<file path="src/rtl/pe_array_ctrl.sv">
// Job sequencer for an N x N systolic MAC array: clear, skewed feed, capture, shift-out.
// Optional abort input/aborted pulse enabled by defining PE_ARRAY_CTRL_ABORT_EN.
module pe_array_ctrl #(
    parameter int N  = 4,
    parameter int KW = 8
) (
    input  logic                  clk,
    input  logic                  rst,
    input  logic                  start,
    input  logic [KW-1:0]         k_len,
`ifdef PE_ARRAY_CTRL_ABORT_EN
    input  logic                  abort,
    output logic                  aborted,
`endif
    output logic                  busy,
    output logic                  done,
    output logic                  pe_rst_n,
    output logic                  pe_ctl,
    output logic [KW:0]           feed_cnt,
    output logic [N-1:0]          row_en,
    output logic [N-1:0]          col_en,
    output logic                  out_valid,
    output logic [$clog2(N)-1:0]  out_col
);

    localparam int CW = KW + 1;
    localparam int OW = $clog2(N);
    localparam logic [CW-1:0] SKEW_LAST = CW'(2 * N - 3);
    localparam logic [OW-1:0] COL_LAST  = OW'(N - 1);

    typedef enum logic [2:0] {
        S_IDLE,
        S_CLEAR,
        S_FEED,
        S_CAPTURE,
        S_SHIFT,
        S_DONE
    } state_t;

    state_t          state_q, state_d;
    logic [KW-1:0]   k_q, k_d;
    logic [CW-1:0]   t_q, t_d;
    logic [OW-1:0]   col_q, col_d;
    logic [N-1:0]    en_q, en_d;
    logic            busy_q, busy_d;
    logic            done_q, done_d;
    logic            pe_rst_n_q, pe_rst_n_d;
    logic            pe_ctl_q, pe_ctl_d;
    logic            out_valid_q, out_valid_d;
    logic [CW-1:0]   feed_last;
`ifdef PE_ARRAY_CTRL_ABORT_EN
    logic            aborted_q, aborted_d;
`endif

    // Last FEED cycle: the final product needs 2N-2 extra hops to reach PE(N-1,N-1).
    assign feed_last = {1'b0, k_q} + SKEW_LAST;

    always_comb begin
        state_d = state_q;
        k_d     = k_q;
        case (state_q)
            S_IDLE: begin
                if (start) begin
                    k_d     = k_len;
                    state_d = S_CLEAR;
                end
            end
            S_CLEAR:   state_d = S_FEED;
            S_FEED:    if (t_q == feed_last) state_d = S_CAPTURE;
            S_CAPTURE: state_d = S_SHIFT;
            S_SHIFT:   if (col_q == '0) state_d = S_DONE;
            S_DONE:    state_d = S_IDLE;
            default:   state_d = S_IDLE;
        endcase
`ifdef PE_ARRAY_CTRL_ABORT_EN
        aborted_d = 1'b0;
        if (abort && (state_q == S_CLEAR || state_q == S_FEED ||
                      state_q == S_CAPTURE || state_q == S_SHIFT)) begin
            state_d   = S_IDLE;
            aborted_d = 1'b1;
        end
`endif
    end

    // Outputs are registered from the next state so nothing reaches them combinationally.
    always_comb begin
        t_d         = '0;
        col_d       = '0;
        en_d        = '0;
        busy_d      = (state_d != S_IDLE);
        done_d      = (state_d == S_DONE);
        pe_rst_n_d  = (state_d != S_CLEAR);
        pe_ctl_d    = (state_d == S_CAPTURE);
        out_valid_d = (state_d == S_SHIFT);
        if (state_d == S_FEED && state_q == S_FEED) begin
            t_d = t_q + CW'(1);
        end
        if (state_d == S_SHIFT) begin
            col_d = (state_q == S_SHIFT) ? col_q - OW'(1) : COL_LAST;
        end
        if (state_d == S_FEED) begin
            for (int i = 0; i < N; i++) begin
                en_d[i] = (t_d >= CW'(i)) && ((t_d - CW'(i)) < {1'b0, k_q});
            end
        end
    end

    always_ff @(posedge clk or posedge rst) begin
        if (rst) begin
            state_q     <= S_IDLE;
            k_q         <= '0;
            t_q         <= '0;
            col_q       <= '0;
            en_q        <= '0;
            busy_q      <= 1'b0;
            done_q      <= 1'b0;
            pe_rst_n_q  <= 1'b0;
            pe_ctl_q    <= 1'b0;
            out_valid_q <= 1'b0;
`ifdef PE_ARRAY_CTRL_ABORT_EN
            aborted_q   <= 1'b0;
`endif
        end else begin
            state_q     <= state_d;
            k_q         <= k_d;
            t_q         <= t_d;
            col_q       <= col_d;
            en_q        <= en_d;
            busy_q      <= busy_d;
            done_q      <= done_d;
            pe_rst_n_q  <= pe_rst_n_d;
            pe_ctl_q    <= pe_ctl_d;
            out_valid_q <= out_valid_d;
`ifdef PE_ARRAY_CTRL_ABORT_EN
            aborted_q   <= aborted_d;
`endif
        end
    end

    assign busy      = busy_q;
    assign done      = done_q;
    assign pe_rst_n  = pe_rst_n_q;
    assign pe_ctl    = pe_ctl_q;
    assign feed_cnt  = t_q;
    assign row_en    = en_q;
    assign col_en    = en_q;
    assign out_valid = out_valid_q;
    assign out_col   = col_q;
`ifdef PE_ARRAY_CTRL_ABORT_EN
    assign aborted   = aborted_q;
`endif

endmodule

</file>
<file path="config.mk">
export PLATFORM = sky130hd
export DESIGN_NAME = pe_array_ctrl
export DESIGN_NICKNAME = d
export VERILOG_FILES = /design/src/rtl/pe_array_ctrl.sv
export SDC_FILE = /design/constraint.sdc
export NUM_CORES = 1
export LEC_CHECK = 0
export BUFFER_PORTS_ARGS = -buffer_cell sky130_fd_sc_hd__buf_2
export CORE_MARGIN = 2
export CORE_UTILIZATION = 50
export DETAILED_ROUTE_END_ITERATION = 10
export PLACE_DENSITY = 0.69
export SYNTH_ARGS = -nofsm -noshare
export SYNTH_HDL_FRONTEND = slang
export SYNTH_SLANG_ARGS = --single-unit
</file>
<file path="constraint.sdc">
create_clock -name clk -period 5.35 [get_ports clk]
set_input_delay 0.535 -clock clk [delete_from_list [all_inputs] [get_ports clk]]
set_output_delay 0.535 -clock clk [all_outputs]
set_load 0.05 [all_outputs]
</file>
==> results.cfg, run 1 <==
[clock_tree]
insertion_delay_ns = 0.29
cts.htree.levels = 2
cts_buffers = 5
path_clk_slew_ns = 0.08
cts_buffer_depth = 2
clockRootBuffer = clkbuf_8
cts_hold_buf = 0
ctsResizeCount = 0
post_cts_buffers = 0
clock-sinks = 31
cts_tree = built

[routing]
vias = 2700
wl_per_cell_um = 17.4
vias_per_cell = 6.00
finalWirelength_um = 7840
firstDrtPassIters = 4
drcViolationCount = 0
drt-initial-drc-count = 175
ant_nets = 0

[critical_path]
cp-start-kind = flip-flop
critical_path_class = reg -> reg
crit_chain = ha_1 -> nor2_1 -> o2111ai_2 -> o311ai_2 -> or2_1 -> a21oi_1 -> buf_4 -> nand2_1 -> ha_1 -> nand2_1 -> nand2_1 -> mux2i_1 -> a21oi_1 -> ha_1 -> a21oi_1 -> nor2b_1 -> o21ai_0 -> nand3_1 -> a2111o_1 -> a211oi_2
endpoint_kind = flip-flop
path_buf_inv = 1
cp_slowest_stage_delay_ns = 0.49
cp.arrival_ns = 4.85
worstPathRequired_ns = 5.55
crit_slowest_cell = dfrtp_1
critical-path-top-delay-family = compound AO/OA/AOI/OAI gates
worstPathMaxFanout = 18

[logic_synthesis]
yosysUniqueCellTypes = 63
dominantRegCellSynth = dfrtp_1
synthesis.area_mm2 = 0.00298
avgSynthCellArea_um2 = 8.56
synth_sequential_area_ratio = 0.261
synth_seq_cells = 31
synth-edff-count = 0
synth_warnings = 0
async_flop_share = 1.00
netlist_instances = 348
synth.net_count = 396

[die]
die_h_um = 81.2
core_area_mm2 = 0.00585
fp-row-count = 28
start_util = 0.509
die_w_um = 81.2
floorplan.die_area_mm2 = 0.00659
io_pins = 35

[sta]
fin_ws_ns = 0.695
max_freq_mhz = 215
finalSetupTns_ns = 0
hold-worst-slack_ns = 0.318
slew_violations = 0
setup_viol = 0
skew_ns = 0.0130
finalHoldViolations = 0
min_period_over_period = 0.870
slew_headroom = 0.310
rsz0062_at_grt = no
fin_crit_ns = 4.65
worst_pin_slew_ns = 1.03

[power_and_ir_drop]
ir_drop_mv = 0.367
p_comb_frac = 0.694
p_switching_mw = 1.05
p_leak_nw = 1.54
p_seq_frac = 0.208
pwr_density_cell_mw_per_mm2 = 600
p_int_mw = 0.914
pwr-share-clk = 0.098
swShare = 0.534

[grt]
grt_pass1_vias = 2601
grt_max_degree = 32
grtUsageTotal = 0.251
antenna_found_initial = 0
grt_pass1_wl_um = 12600
gr-total-overflow = 0

[final_layout]
multiInputGateArea_mm2 = 0.00202
antenna_cells = 0
final_cell_mix = 37 x ha_1, 34 x buf_2, 31 x dfrtp_1, 28 x nand2_1, 27 x a21oi_1
layout.cells.most_common = ha_1
utilization = 0.559
drive_gt1_frac = 0.165
nets = 423
area.sequential_um2 = 776
syn_to_final_growth_pct = 9.75
fill_cells = 535

[placed_design]
place.gp.congestion = 0.955
numPortBuffers = 34
dp_hpwl_um = 6090
preCtsSetupSlack_ns = 0.814

[min_path]
hold_class = in -> async

[run_status]
status = completed

[run]
drv_cap = 0
kinds of logic (layout without fill, tap and decap cells):
family                     Yosys count  count (layout)  share of synthesized area
and+or+nand+nor                    113             113                      0.200
xor gates and xnor gates            26              26                     0.0790
adders and majority gates           37              37                      0.155
AOI/OAI and AO/OA                   92              92                      0.221
buffers and inverters               43              70                     0.0630
DFF                                 31              31                      0.261
muxes                                6               6                     0.0206
flip-flops by register name (all words and copies together) (netlist names):
name and cells:
state_q 3, out_valid 1, col_en 4, busy 1
out_col 2, k_q 8, pe_rst_n 1, done 1
feed_cnt 9, pe_ctl 1
metal layers:
layer  wire [µm]  track usage
met5           0            0
met4         236        0.107
met2        3790        0.417
met3         336       0.0322
met1        3480        0.328
Yosys cell counts, drive strengths merged, types with 2 or more instances:
| master | instances | area [µm²] |
|---|---|---|
| a211oi | 4 | 35.0 |
| nand4 | 4 | 31.3 |
| nor2b | 3 | 18.8 |
| and4 | 2 | 17.5 |
| nor4 | 3 | 18.8 |
| mux2i | 5 | 50.1 |
| o22ai | 4 | 25.0 |
| a211o | 2 | 17.5 |
| nand3 | 19 | 95.1 |
| and2 | 7 | 43.8 |
| o2111ai | 3 | 32.5 |
| nor2 | 21 | 78.8 |
| a311oi | 2 | 23.8 |
| ha | 37 | 463 |
| clkbuf | 5 | 18.8 |
| nand2b | 5 | 31.3 |
| nor3b | 3 | 27.5 |
| a21oi | 28 | 144 |
| xor2 | 10 | 87.6 |
| nand2 | 28 | 105 |
| a2111o | 4 | 45.0 |
| xnor2 | 16 | 148 |
| buf | 12 | 71.3 |
| nor3 | 4 | 35.0 |
| or2 | 3 | 18.8 |
| o211ai | 5 | 37.5 |
| o21ai | 20 | 100 |
| o21a | 2 | 15.0 |
| dfrtp | 31 | 776 |
| or3 | 5 | 31.3 |
| inv | 26 | 97.6 |
| o31a | 2 | 18.8 |
| and3 | 3 | 18.8 |
| a21o | 5 | 37.5 |
worst reg2reg max path: stages (launching register included):
cell,delay (ns)
dfrtp_1,0.49
ha_1,0.29
nor2_1,0.12
o2111ai_2,0.22
o311ai_2,0.19
or2_1,0.28
a21oi_1,0.33
buf_4,0.30
nand2_1,0.18
ha_1,0.25
nand2_1,0.15
nand2_1,0.10
mux2i_1,0.13
a21oi_1,0.19
ha_1,0.26
a21oi_1,0.18
nor2b_1,0.06
o21ai_0,0.21
nand3_1,0.10
a2111o_1,0.32
a211oi_2,0.20
layout make-up:
class | count | area share
tap | 75 | 0.0287
timing repair buffer | 37 | 0.0590
clock inverter | 1 | 0.00153
clock buffer | 6 | 0.0253
multi-input combinational | 274 | 0.618
inverter | 26 | 0.0299
sequential | 31 | 0.237
per-stage QoR:
stage          cell area (µm²)  instances  power (mW)
3_3_place_gp              3180        443        1.74
5_1_grt                   3270        450        2.14
6_report                  3270        450        1.96
3_5_place_dp              3180        443        1.76
4_1_cts                   3270        450        1.96
2_1_floorplan             2980        348        1.43
worst paths after layout:
| path | startpoint | to | cells after the start | slack [ns] |
|---|---|---|---|---|
| min in group clk | k_len[1] | k_q[1] | 3 | 0.44 |
| min | rst | feed_cnt[6] | 3 | 0.32 |
| max | k_q[0] | col_en[1] | 20 | 0.70 |
| min reg2reg | out_col[0] | out_col[0] | 3 | 0.59 |
| max reg2reg | k_q[0] | col_en[1] | 20 | 0.70 |
| max in group asynchronous | rst | feed_cnt[1] | 3 | 4.73 |
power groups by stage:
| stage | combinational (mW) | sequential [mW] | clock, mW |
|---|---|---|---|
| final | 1.36 | 0.408 | 0.192 |
| after floorplan | 0.949 | 0.483 | 0 |
| after global placement | 1.33 | 0.404 | 0 |
| after global routing | 1.52 | 0.422 | 0.202 |
| after CTS | 1.36 | 0.407 | 0.192 |
| after detailed placement | 1.35 | 0.412 | 0 |
No activity file was read; power rests on OpenSTA's default activity.
==> run 2: changes to the inputs <==
--- a/config.mk
+++ b/config.mk
@@ -6,10 +6,10 @@
 export NUM_CORES = 1
 export LEC_CHECK = 0
 export BUFFER_PORTS_ARGS = -buffer_cell sky130_fd_sc_hd__buf_2
-export CORE_MARGIN = 2
+export CORE_MARGIN = 4
 export CORE_UTILIZATION = 50
 export DETAILED_ROUTE_END_ITERATION = 10
-export PLACE_DENSITY = 0.69
+export PLACE_DENSITY = 0.7
 export SYNTH_ARGS = -nofsm -noshare
 export SYNTH_HDL_FRONTEND = slang
 export SYNTH_SLANG_ARGS = --single-unit
==> run 2 against run 1 <==
Effect of this change:
- hold slack better by 0.0095 ns
- clock-buffer cell count did not move
- sequential power hardly changed
- via count grew 0.59%
- final area up 0.80%
- total power up 2.6%
- clock skew decreased by 0.0080 ns
- sequential share of layout area decreased by 0.19 points
- combinational power hardly changed
- global-route usage shrank 2.8 points
- critical path type unchanged
- largest cell class unchanged
- largest power group unchanged
- highest routed layer unchanged
==> results.cfg, run 2 (synthesis results as in run 1) <==
[sta]
finalSetupTns_ns = 0
slew_headroom = 0.335
skew_ns = 0.00495
min_period_over_period = 0.826
finalHoldViolations = 0
slew_violations = 0
worst_pin_slew_ns = 0.990
rsz0062_at_grt = no
setup_viol = 0
fin_crit_ns = 4.42
max_freq_mhz = 226

[routing]
wl_met1_um = 3590
dr_wl_met3_um = 383
finalWirelength_um = 7970
firstDrtPassIters = 4
drt-initial-drc-count = 174
vias_per_cell = 6.06
vias = 2716
wl_per_cell_um = 17.8
ant_nets = 0
drcViolationCount = 0
wl_met2_um = 3840
highest_layer = met4

[power_and_ir_drop]
p_switching_mw = 1.05
power_mw = 2.01
p_seq_frac = 0.203
p_leak_nw = 1.56
ir_drop_mv = 0.292
pwr-share-clk = 0.120
p_comb_frac = 0.677
pwr_density_cell_mw_per_mm2 = 611
swShare = 0.520
p_int_mw = 0.966

[critical_path]
regToRegSetupSlack_ns = 0.93
worstPathRequired_ns = 5.55
critical_path_class = reg -> reg
reg2reg_depth = 19
worstPathMaxFanout = 7
r2r-start = k_q[0]
crit_path_end = col_en[1]
reg2reg_to = col_en[1]
crit_start = k_q[0]
cp.arrival_ns = 4.62
endpoint_kind = flip-flop
cp-start-kind = flip-flop

[placed_design]
numPortBuffers = 34
dp_cells = 440
dp_hpwl_um = 6240
placed_cell_area_mm2 = 0.00318
place.gp.congestion = 0.890

[grt]
grtUsageTotal = 0.223
grt_pass1_vias = 2574
antenna_found_initial = 0
gr-total-overflow = 0
grt_max_degree = 32
grt_pass1_wl_um = 12900

[die]
fp-row-count = 27
floorplan.die_area_mm2 = 0.00725
io_pins = 35
start_util = 0.528
core_area_mm2 = 0.00564
die_h_um = 85.2
die_w_um = 85.2

[final_layout]
drive_gt1_frac = 0.168
layout.cells.most_common = ha_1
antenna_cells = 0
area.sequential_um2 = 776
final_cell_area_mm2 = 0.00329
multiInputGateArea_mm2 = 0.00202
nets = 423
final_cell_mix = 37 x ha_1, 34 x buf_2, 31 x dfrtp_1, 28 x nand2_1, 27 x a21oi_1
utilization = 0.584
finalNonFillerCells = 448
syn_to_final_growth_pct = 10.6
largest_reg_flops = 9
fill_cells = 528

[run_status]
status = completed

[run]
drv_cap = 0

[clock_tree]
clockRootBuffer = clkbuf_8
cts_tree = built
post_cts_buffers = 0
cts_buffer_depth = 2
cts.htree.levels = 2
cts_hold_buf = 0
path_clk_slew_ns = 0.07
insertion_delay_ns = 0.28
clock-sinks = 31
cts_buffers = 5
ctsResizeCount = 0

[min_path]
hold_class = in -> async
==> run 2: cell count changes in the layout (fill, tap and decap cells not counted) <==
cell       previous run  this run
bufinv_16             0         1
==> run 2: critical path, cell delays in order, from the launching register on <==
cell and delay, ns:
dfrtp_1 0.48, ha_1 0.29, nor2_1 0.13, o2111ai_2 0.22, o311ai_2 0.19, or2_1 0.27, a21oi_1 0.37, nand2_1 0.24
ha_1 0.26, nand2_1 0.15, nand2_1 0.09, mux2i_1 0.14, a21oi_1 0.21, ha_1 0.26, a21oi_1 0.15, nor2b_1 0.05
o21ai_0 0.19, nand3_1 0.11, a2111o_1 0.32, a211oi_2 0.20
==> run 2: layout make-up <==
| cell class | count | share of cell area |
|---|---|---|
| flip-flops and latches | 31 | 0.235 |
| inverters | 26 | 0.0296 |
| repair buffers | 37 | 0.0585 |
| multi-input cells | 274 | 0.613 |
| clock buffers | 6 | 0.0251 |
| well taps | 72 | 0.0273 |
| clock inverters | 2 | 0.0106 |
==> run 2: worst min-delay path by stage <==
stage | from | to | slack [ns] | cells after the start
after floorplan | k_q[0] | col_en[2] | 0.61 | 2
after global placement | out_col[0] | out_col[0] | 0.57 | 3
after detailed placement | out_col[0] | out_col[0] | 0.58 | 3
after CTS | rst | col_en[0] | 0.34 | 3
after global routing | rst | col_en[3] | 0.38 | 3
final | rst | out_col[0] | 0.33 | 3
==> run 2: power groups by stage <==
stage	Sequential (mW)	Clock [mW]	Combinational (mW)
after floorplan	0.483	0	0.949
after global placement	0.405	0	1.33
after detailed placement	0.411	0	1.35
after CTS	0.407	0.245	1.36
after global routing	0.423	0.252	1.51
final	0.408	0.242	1.36
==> run 2: layer usage <==
layer | up-vias | track usage
li1 | 1305 | -
met1 | 1316 | 0.291
met2 | 78 | 0.372
met3 | 17 | 0.0340
met4 | 0 | 0.0849
met5 | - | 0
==> run 2: through the flow <==
stage / worst slack [ns] / hold WS, ns
2_1_floorplan: 1.45 / 0.605
6_report: 0.932 / 0.327
3_3_place_gp: 1.07 / 0.574
4_1_cts: 1.01 / 0.341
3_5_place_dp: 1.02 / 0.582
5_1_grt: 0.573 / 0.380
